===== config.mk =====
export PLATFORM = sky130hd
export DESIGN_NAME = sbn_loader
export DESIGN_NICKNAME = d
export VERILOG_FILES = /design/src/rtl/sbn_pkg.sv /design/src/rtl/sbn_word_asm.sv /design/src/rtl/sbn_loader.sv
export SDC_FILE = /design/constraint.sdc
export NUM_CORES = 1
export LEC_CHECK = 0
export ABC_CLOCK_PERIOD_IN_PS = 2600
export BUFFER_PORTS_ARGS = -buffer_cell sky130_fd_sc_hd__buf_2
export CAP_MARGIN = 20
export CELL_PAD_IN_SITES_DETAIL_PLACEMENT = 0
export CELL_PAD_IN_SITES_GLOBAL_PLACEMENT = 1
export CORE_MARGIN = 2
export CORE_UTILIZATION = 41
export CTS_CLUSTER_DIAMETER = 100
export DETAILED_ROUTE_END_ITERATION = 12
export HOLD_SLACK_MARGIN = 0.06
export PLACE_DENSITY_LB_ADDON = 0.1
export SLEW_MARGIN = 25
export SYNTH_ARGS = -nofsm -noshare
export SYNTH_HDL_FRONTEND = slang
export SYNTH_HIERARCHICAL = 1
export SYNTH_SLANG_ARGS = --single-unit

===== constraint.sdc =====
create_clock -name clk -period 2.6 [get_ports clk]
set_clock_uncertainty 0.2 [all_clocks]
set_input_delay 0.26 -clock clk [delete_from_list [all_inputs] [get_ports clk]]
set_output_delay 0.26 -clock clk [all_outputs]
set_load 0.005 [all_outputs]

===== src/rtl/sbn_pkg.sv =====
// Shared constants and FSM state encoding for the SBN program loader.
package sbn_pkg;

    localparam int FWIDTH_DEF = 8;
    localparam int DWIDTH_DEF = 32;

    localparam logic [7:0] HDR_IMEM = 8'hA5;
    localparam logic [7:0] HDR_DMEM = 8'h5A;
    localparam logic [7:0] HDR_END  = 8'hFF;

    typedef enum logic [2:0] {
        ST_HDR   = 3'd0,
        ST_ADDR  = 3'd1,
        ST_CNT   = 3'd2,
        ST_BYTE  = 3'd3,
        ST_WRITE = 3'd4,
        ST_DONE  = 3'd5,
        ST_ERR   = 3'd6
    } state_t;

endpackage


===== src/rtl/sbn_word_asm.sv =====
// Four-byte shift assembler: collects MSB-first bytes into a 32-bit word.
// word_o already includes byte_i, so it is the complete word in the cycle
// where done_o flags acceptance of the fourth byte.
module sbn_word_asm (
    input  logic        clk,
    input  logic        rst,
    input  logic        shift_i,
    input  logic [7:0]  byte_i,
    output logic [31:0] word_o,
    output logic        done_o
);

    logic [23:0] word_q, word_d;
    logic [1:0]  lane_q, lane_d;

    assign word_o = {word_q, byte_i};
    assign done_o = shift_i && (lane_q == 2'd3);

    // Shift in a byte and advance the lane on every accepted payload byte.
    always_comb begin
        word_d = word_q;
        lane_d = lane_q;
        if (shift_i) begin
            word_d = {word_q[15:0], byte_i};
            lane_d = lane_q + 2'd1;
        end
    end

    // Lane and partial word registers; reset discards any partial word.
    always_ff @(posedge clk or posedge rst) begin
        if (rst) begin
            word_q <= '0;
            lane_q <= '0;
        end else begin
            word_q <= word_d;
            lane_q <= lane_d;
        end
    end

endmodule


===== src/rtl/sbn_loader.sv =====
// SBN program loader: parses a header/address/count/payload byte stream and
// writes assembled words into SBN instruction or data memory, then releases
// the machine with run. Handshake: a byte transfers on a clock edge where
// in_valid and in_ready are both high; in_ready depends only on state and rst.
module sbn_loader
    import sbn_pkg::*;
#(
    parameter int FWIDTH = FWIDTH_DEF,
    parameter int DWIDTH = DWIDTH_DEF
) (
    input  logic              clk,
    input  logic              rst,
    input  logic [7:0]        in_data,
    input  logic              in_valid,
    output logic              in_ready,
    output logic              imem_we,
    output logic              dmem_we,
    output logic [FWIDTH-1:0] mem_addr,
    output logic [DWIDTH-1:0] mem_wdata,
    output logic              run,
    output logic              err,
    output logic [2:0]        dbg_state
);

    state_t            state_q, state_d;
    logic [FWIDTH-1:0] addr_q, addr_d;
    logic [FWIDTH:0]   cnt_q, cnt_d;
    logic              imem_sel_q, imem_sel_d;
    logic [FWIDTH-1:0] mem_addr_q, mem_addr_d;
    logic [DWIDTH-1:0] mem_wdata_q, mem_wdata_d;
    logic              ready_state;
    logic              xfer;
    logic              asm_shift;
    logic              asm_done;
    logic [31:0]       asm_word;

    assign ready_state = (state_q == ST_HDR) || (state_q == ST_ADDR) ||
                         (state_q == ST_CNT) || (state_q == ST_BYTE);
    assign in_ready    = ready_state && !rst;
    assign xfer        = in_valid && in_ready;
    assign asm_shift   = xfer && (state_q == ST_BYTE);

    assign imem_we   = (state_q == ST_WRITE) && imem_sel_q;
    assign dmem_we   = (state_q == ST_WRITE) && !imem_sel_q;
    assign mem_addr  = mem_addr_q;
    assign mem_wdata = mem_wdata_q;
    assign run       = (state_q == ST_DONE);
    assign err       = (state_q == ST_ERR);
    assign dbg_state = state_q;

    sbn_word_asm u_asm (
        .clk     (clk),
        .rst     (rst),
        .shift_i (asm_shift),
        .byte_i  (in_data),
        .word_o  (asm_word),
        .done_o  (asm_done)
    );

    // Next-state logic; DONE and ERR are terminal until reset.
    always_comb begin
        state_d = state_q;
        case (state_q)
            ST_HDR: begin
                if (xfer) begin
                    if (in_data == HDR_IMEM || in_data == HDR_DMEM) state_d = ST_ADDR;
                    else if (in_data == HDR_END)                    state_d = ST_DONE;
                    else                                            state_d = ST_ERR;
                end
            end
            ST_ADDR:  if (xfer) state_d = ST_CNT;
            ST_CNT:   if (xfer) state_d = ST_BYTE;
            ST_BYTE:  if (asm_done) state_d = ST_WRITE;
            ST_WRITE: state_d = (cnt_q == {{FWIDTH{1'b0}}, 1'b1}) ? ST_HDR : ST_BYTE;
            ST_DONE:  state_d = ST_DONE;
            ST_ERR:   state_d = ST_ERR;
            default:  state_d = ST_ERR;
        endcase
    end

    // Datapath: latch header/address/count, capture the word for the write
    // cycle, then advance address and word count after each write.
    always_comb begin
        addr_d      = addr_q;
        cnt_d       = cnt_q;
        imem_sel_d  = imem_sel_q;
        mem_addr_d  = mem_addr_q;
        mem_wdata_d = mem_wdata_q;
        case (state_q)
            ST_HDR:  if (xfer) imem_sel_d = (in_data == HDR_IMEM);
            ST_ADDR: if (xfer) addr_d = in_data[FWIDTH-1:0];
            ST_CNT: begin
                // A count byte of zero encodes a full 256-word block.
                if (xfer) cnt_d = (in_data == 8'h00) ? {1'b1, {FWIDTH{1'b0}}}
                                                     : {1'b0, in_data[FWIDTH-1:0]};
            end
            ST_BYTE: begin
                if (asm_done) begin
                    mem_addr_d  = addr_q;
                    mem_wdata_d = asm_word[DWIDTH-1:0];
                end
            end
            ST_WRITE: begin
                addr_d = addr_q + 1'b1;
                cnt_d  = cnt_q - 1'b1;
            end
            default: ;
        endcase
    end

    // State and datapath registers.
    always_ff @(posedge clk or posedge rst) begin
        if (rst) begin
            state_q     <= ST_HDR;
            addr_q      <= '0;
            cnt_q       <= '0;
            imem_sel_q  <= 1'b0;
            mem_addr_q  <= '0;
            mem_wdata_q <= '0;
        end else begin
            state_q     <= state_d;
            addr_q      <= addr_d;
            cnt_q       <= cnt_d;
            imem_sel_q  <= imem_sel_d;
            mem_addr_q  <= mem_addr_d;
            mem_wdata_q <= mem_wdata_d;
        end
    end

endmodule


==> impl_metrics.json, run 1 <==
{
  "status": "finished, final reports clean",
  "r2r-end": "mem_wdata[19]$_DFFE_PP0P_",
  "rrSetupSlack_ns": 0.42,
  "layout_common_cells": "87 x dfrtp_1, 58 x buf_2, 47 x mux2_2",
  "final_cells": 522,
  "nets": 399,
  "track_usage_pct": 17.0,
  "period_share_pct": 91.2,
  "grt_pass1_vias": 2552,
  "synthCells": 317,
  "relSlewSlack_pct": 45.8,
  "syn_to_final_growth_pct": 16.3,
  "vias_per_cell": 5.09,
  "ctsResizeCount": 0,
  "cts_buffers": 9,
  "report.power.total_uw": 2310,
  "maxCapViolations": 0,
  "crit_end": "mem_wdata[19]$_DFFE_PP0P_",
  "hold_ws_ns": 0.0753,
  "cts-htree-levels": 3,
  "start_util_pct": 41.5,
  "gp_routability_congestion": 0.806,
  "yosys_warnings": 6,
  "drv_slew": 0,
  "ys_seq_area_share_pct": 54.4,
  "grt_max_degree": 62,
  "antennaDiodeCount": 0,
  "hold_buffers": 5,
  "first_pass_iters": 4,
  "port_buffers": 58,
  "post-cts-setup-buffers": 0,
  "synth_fp_nets": 332,
  "die_x_um": 103,
  "numClockSinks": 87,
  "postRouteAntennaNets": 0,
  "fmax_mhz": 422,
  "critPathRequiredTime_ns": 2.63,
  "crit_path_start": "rst",
  "rsz0062_at_grt": "no",
  "vias": 2656,
  "critPathArrivalTime_ns": 2.40,
  "overflow": 0,
  "synth_seq_cells": 87,
  "cellPowerDensity_nw_per_um2": 496,
  "wl_per_cell_um": 16.1,
  "worst_pin_slew_ns": 0.814,
  "cp_max_fo": 42,
  "clkSlewWorstSetupHoldPaths_ns": 0.09,
  "post_dp_cell_area_um2": 4430,
  "hold_path.class": "input pin to register",
  "synth_cell_type_count": 50,
  "power.leakage_uw": 0.00239,
  "finalWirelength_um": 8400,
  "core_area_um2": 9640,
  "critPathKind": "input pin to register",
  "setup_viol": 0,
  "reg2regPathDepth": 7,
  "netlist_area_um2": 4010,
  "hold_viol_final": 0,
  "pin_count": 59,
  "drc": 0,
  "cp_top_family": "simple AND/OR/NAND/NOR gates",
  "cts_tree": "done",
  "dp_hpwl_um": 5610,
  "ctsLongestPathBuffers": 2,
  "die_h_um": 103,
  "cp.depth": 9,
  "postLayoutCellArea_um2": 4660,
  "drive_gt1_share_pct": 41.1,
  "root_buffer": "clkbuf_8",
  "cp_num_buf_inv": 3,
  "antenna_found_initial": 0,
  "syn_area_per_cell_um2": 12.6,
  "final_common_cell": "dfrtp_1",
  "tns_ns": 0,
  "crit_path_start_kind": "input pin",
  "num_rows": 36,
  "cpMaxStageDelayCell": "dlygate4sd3_1",
  "slowest_delay_ns": 0.53,
  "insertion_delay_ns": 0.35,
  "place_inst": 501,
  "crit_chain": "dlygate4sd3_1 > buf_2 > nand3b_1 > nor3_2 > and2_1 > nand3_1 > or2_2 > buf_12 > mux2_2",
  "drtIter0Drc": 92,
  "final.min_clock_period_ns": 2.37,
  "die_area_um2": 10600,
  "grt_pass1_wl_um": 13600,
  "nFillCells": 924,
  "ir_drop_mv": 0.323,
  "endpoint_kind": "register",
  "r2r_start": "dbg_state[2]$_DFFE_PP0P_"
}
-- cells in the mapped netlist (all sizes together) --
cell type | count | share of area [%]
o21a | 1 | 0.19
nand2 | 17 | 1.6
buf | 17 | 3.7
clkbuf | 6 | 0.56
a222oi | 1 | 0.25
o21bai | 2 | 0.37
nor4 | 5 | 0.78
o22a | 1 | 0.22
a221o | 2 | 0.50
nor3 | 6 | 0.75
a311o | 1 | 0.25
o211ai | 5 | 1.1
nand4 | 2 | 0.31
nand3 | 4 | 0.50
nand3b | 2 | 0.47
and3 | 1 | 0.16
or4 | 4 | 0.84
nor2b | 3 | 0.47
nor4b | 1 | 0.22
a41oi | 1 | 0.22
dfrtp | 87 | 54
nand2b | 1 | 0.16
a21oi | 11 | 1.4
xnor2 | 2 | 0.44
o21ai | 17 | 2.1
and3b | 1 | 0.22
or2 | 1 | 0.16
and2 | 4 | 0.62
o311ai | 1 | 0.22
or3 | 1 | 0.16
nor3b | 2 | 0.37
nor2 | 16 | 1.5
mux2 | 65 | 20
inv | 8 | 0.75
nor4bb | 2 | 0.50
o22ai | 1 | 0.16
ha | 4 | 1.2
a32oi | 2 | 0.44
a22oi | 6 | 1.1
or3b | 1 | 0.22
xor2 | 1 | 0.22
a211o | 1 | 0.22
-- per-stage QoR --
step	utilization (%)	worst slack (ns)
floorplan	-	0.0115
global placement	45.9	0.470
detailed placement	45.9	0.429
CTS	48.3	0.249
global route	48.3	0.123
finish	48.3	0.229
-- where the power goes --
group | leakage, uW | switching (uW) | total [uW] | internal, uW
Sequential | 0.00115 | 2.74 | 1360 | 1350
Clock | 0.0000861 | 499 | 880 | 381
Combinational | 0.00116 | 52.2 | 71.3 | 19.1
-- registers in the layout (all words and copies together), names as in the netlist --
name and cells:
dbg_state 3, u_asm/word_q 24, addr_q 8, mem_wdata 32
mem_addr 8, imem_sel_q 1, u_asm/lane_q 2, cnt_q 9
-- per-layer routing --
metal | track usage [%] | vias to the layer above | wire length, um
met3 | 2.71 | 8 | 241
met4 | 5.36 | 0 | 101
met2 | 25.6 | 50 | 3880
met5 | 0 | - | 0
met1 | 25.3 | 1316 | 4180
li1 | - | 1282 | -
-- final cells by class --
cell class	instances	area (um2)	share of cell area (%)
Timing Repair Buffer	79	473	10.2
Tap cell	133	166	3.57
Inverter	8	30.0	0.644
Clock buffer	11	141	3.03
Sequential cell	87	2180	46.7
Clock inverter	5	41.3	0.886
Multi-Input combinational cell	199	1630	35.0
-- kinds of logic after synthesis --
logic type,count (synthesis),synth area share (%)
AO/OA/AOI/OAI,53,8.72
XOR/XNOR,3,0.656
adder cells (fa/ha/maj),4,1.25
buffers and inverters,31,5.06
flip-flops,87,54.4
multiplexers,65,20.0
AND/OR/NAND/NOR,74,10.0
-- worst min path at each step --
stage / startpoint / to / slack, ns / cells after the start
floorplan: rst / u_asm/lane_q[0]$_DFFE_PP0P_ / 0.10 / 1
global placement: rst / u_asm/lane_q[1]$_DFFE_PP0P_ / 0.21 / 3
detailed placement: rst / u_asm/lane_q[1]$_DFFE_PP0P_ / 0.21 / 3
CTS: in_data[0] / u_asm/word_q[0]$_DFFE_PP0P_ / 0.07 / 2
global route: in_data[0] / mem_wdata[0]$_DFFE_PP0P_ / 0.08 / 2
finish: in_data[1] / cnt_q[1]$_DFFE_PP0P_ / 0.08 / 2
No activity file was read; power rests on OpenSTA's default activity.
==> run 2, diff against run 1 <==
- ABC_AREA: default -> 1
- ABC_CLOCK_PERIOD_IN_PS: 2600 -> default
- CORE_UTILIZATION: 41 -> 40
==> run 2 against run 1 <==
  * Via count increased by 13%
  * Area after synthesis increased by 4.5%
  * Routed wire length increased by 6.6%
  * Non-clock buffer count down 6
  * Synthesized cell count is 40% higher
  * Combinational power grew to 16 times the previous value
  * Sequential share of layout area down 1.3 points
  * Critical path depth is the same
  * Setup slack improved by 0.089 ns
  * Flip-flop and latch count stayed put
  * Die area increased by 6.8%
==> impl_metrics.json, run 2 <==
{
  "status": "finished, final reports clean",
  "synth_cell_type_count": 32,
  "synth_edf_count": 0,
  "overflow": 0,
  "yosys.area.top_type": "dfrtp_1",
  "cts_buffers": 9,
  "grt_max_degree": 47,
  "first_pass_iters": 4,
  "wl_per_cell_um": 13.8,
  "pin_count": 59,
  "ctsResizeCount": 0,
  "postRouteAntennaNets": 0,
  "cp_num_buf_inv": 3,
  "synth_seq_cells": 87,
  "period_share_pct": 87.8,
  "finalWirelength_um": 8950,
  "cts-htree-levels": 3,
  "ir_drop_mv": 0.444,
  "grt_pass1_wl_um": 14800,
  "num_rows": 37,
  "final_cells": 648,
  "final.min_clock_period_ns": 2.28,
  "drc": 0,
  "critPathKind": "input pin to register",
  "critPathRequiredTime_ns": 2.64,
  "cellPowerDensity_nw_per_um2": 819,
  "synthFlopType": "dfrtp_1",
  "endpoint_kind": "register",
  "tns_ns": 0,
  "nets": 522,
  "fmax_mhz": 438,
  "place_inst": 622,
  "vias_per_cell": 4.63,
  "antenna_found_initial": 0,
  "cp_max_fo": 46,
  "cp_top_family": "simple AND/OR/NAND/NOR gates",
  "drtIter0Drc": 101,
  "track_usage_pct": 16.8,
  "yosys_warnings": 6,
  "gp_routability_congestion": 0.886,
  "cts_tree": "done",
  "drive_gt1_share_pct": 25.0,
  "power.leakage_uw": 0.00271,
  "synth_fp_nets": 458,
  "yosysMostFrequentCell": "nand2_1",
  "fin_util_pct": 46.9,
  "syn_area_per_cell_um2": 9.45,
  "numClockSinks": 87,
  "slowest_delay_ns": 0.53,
  "antennaDiodeCount": 0,
  "clkSlewWorstSetupHoldPaths_ns": 0.09,
  "ys_seq_area_share_pct": 52.0,
  "synthCells": 443,
  "root_buffer": "clkbuf_8",
  "grt_pass1_vias": 2922,
  "ctsLongestPathBuffers": 2,
  "drv_slew": 0,
  "worst_pin_slew_ns": 0.724,
  "crit_path_start_kind": "input pin",
  "netlist_area_um2": 4190,
  "port_buffers": 58,
  "largest_reg_flops": 32,
  "critPathArrivalTime_ns": 2.32,
  "die_x_um": 106,
  "core_area_um2": 10200,
  "hold_viol_final": 0,
  "vias": 3000,
  "dp_hpwl_um": 6210,
  "die_area_um2": 11300,
  "setup_viol": 0,
  "yosys-top-cells-count": "149 x nand2_1, 87 x dfrtp_1, 39 x inv_1",
  "syn_to_final_growth_pct": 14.6,
  "insertion_delay_ns": 0.36,
  "relSlewSlack_pct": 51.8,
  "crit_chain": "dlygate4sd3_1 > buf_2 > nor2_2 > nand2_4 > nor2_2 > nand2_1 > inv_1 > nand2_4 > mux2_4",
  "die_h_um": 106,
  "synth_top_cell_area_share_pct": 52.0,
  "cpMaxStageDelayCell": "dlygate4sd3_1",
  "start_util_pct": 40.9,
  "layout_common_cells": "149 x nand2_1, 87 x dfrtp_1, 58 x buf_2",
  "rsz0062_at_grt": "no",
  "final_common_cell": "nand2_1",
  "maxCapViolations": 0,
  "synthArstFlopShare_pct": 100,
  "synth_area_leaders": "dfrtp_1 52%, nand2_1 13%, mux2_4 10%",
  "hold_path.class": "register to register"
}
==> run 2: worst paths after layout <==
| path | slack [ns] | to | startpoint | cells past startpoint |
|---|---|---|---|---|
| min | 0.28 | u_asm/word_q[21]$_DFFE_PP0P_ | u_asm/word_q[21]$_DFFE_PP0P_ | 2 |
| min in group asynchronous | 0.32 | u_asm/word_q[8]$_DFFE_PP0P_ | rst | 4 |
| max reg2reg | 0.36 | mem_wdata[14]$_DFFE_PP0P_ | dbg_state[2]$_DFFE_PP0P_ | 7 |
| max | 0.32 | mem_wdata[14]$_DFFE_PP0P_ | rst | 9 |
| max in group asynchronous | 1.51 | mem_addr[4]$_DFFE_PP0P_ | rst | 4 |
| min reg2reg | 0.28 | u_asm/word_q[21]$_DFFE_PP0P_ | u_asm/word_q[21]$_DFFE_PP0P_ | 2 |
==> run 2: routing by layer <==
| layer | global-route usage (%) | up-vias | wire (um) |
|---|---|---|---|
| li1 | - | 1533 | - |
| met1 | 24.8 | 1384 | 4660 |
| met2 | 24.6 | 66 | 3760 |
| met3 | 2.27 | 17 | 338 |
| met4 | 7.42 | 0 | 197 |
| met5 | 0 | - | 0 |
==> run 2: worst reg2reg max path, cell delays in order (launching register included) <==
cell	delay (ns)
dfrtp_1	0.47
nor2_2	0.20
nand2_4	0.11
nor2_2	0.12
nand2_1	0.06
inv_1	0.10
nand2_4	0.39
mux2_4	0.48
==> run 2: timing repair <==
action                                  4_1_cts  5_1_grt
buffers inserted                              0        0
hold buffers                                 10        0
endpoints found under the setup margin        0        0
endpoints found under the hold margin       104        0
==> run 2: final cells by class <==
cell class              count  area, um2
fillers                  1017       5440
well taps                 136        170
multi-input cells         292       1670
repair buffers             73        428
inverters                  44        170
clock inverters             7       56.3
clock buffers               9        124
flip-flops and latches     87       2180
==> run 2: per-stage QoR <==
stage / instance area (um2) / hold WS (ns) / total power [uW] / worst slack, ns
after floorplan: 4190 / 0.100 / 2760 / 0.406
after global placement: 4520 / 0.179 / 3060 / 0.408
after detailed placement: 4520 / 0.179 / 3080 / 0.355
after CTS: 4800 / 0.285 / 3990 / 0.305
after global routing: 4800 / 0.305 / 4260 / 0.127
final: 4800 / 0.276 / 3930 / 0.318
==> run 2: logic make-up (layout without fill, tap and decap cells) <==
kind of cell             count (synthesis)  count (layout)  synth area share, %
XOR/XNOR                                 2               2                0.419
adder cells (fa/ha/maj)                  4               4                 1.20
flip-flops                              87              87                 52.0
buffers and inverters                   64             133                 8.13
AND/OR/NAND/NOR                        209             209                 20.6
multiplexers                            34              34                 11.7
AO/OA/AOI/OAI                           43              43                 5.98
==> run 2: where the power goes <==
part           internal [uW]  leakage (uW)  switching (uW)
clock                    357     0.0000838             518
sequential              1680       0.00116             260
combinational            426       0.00147             689
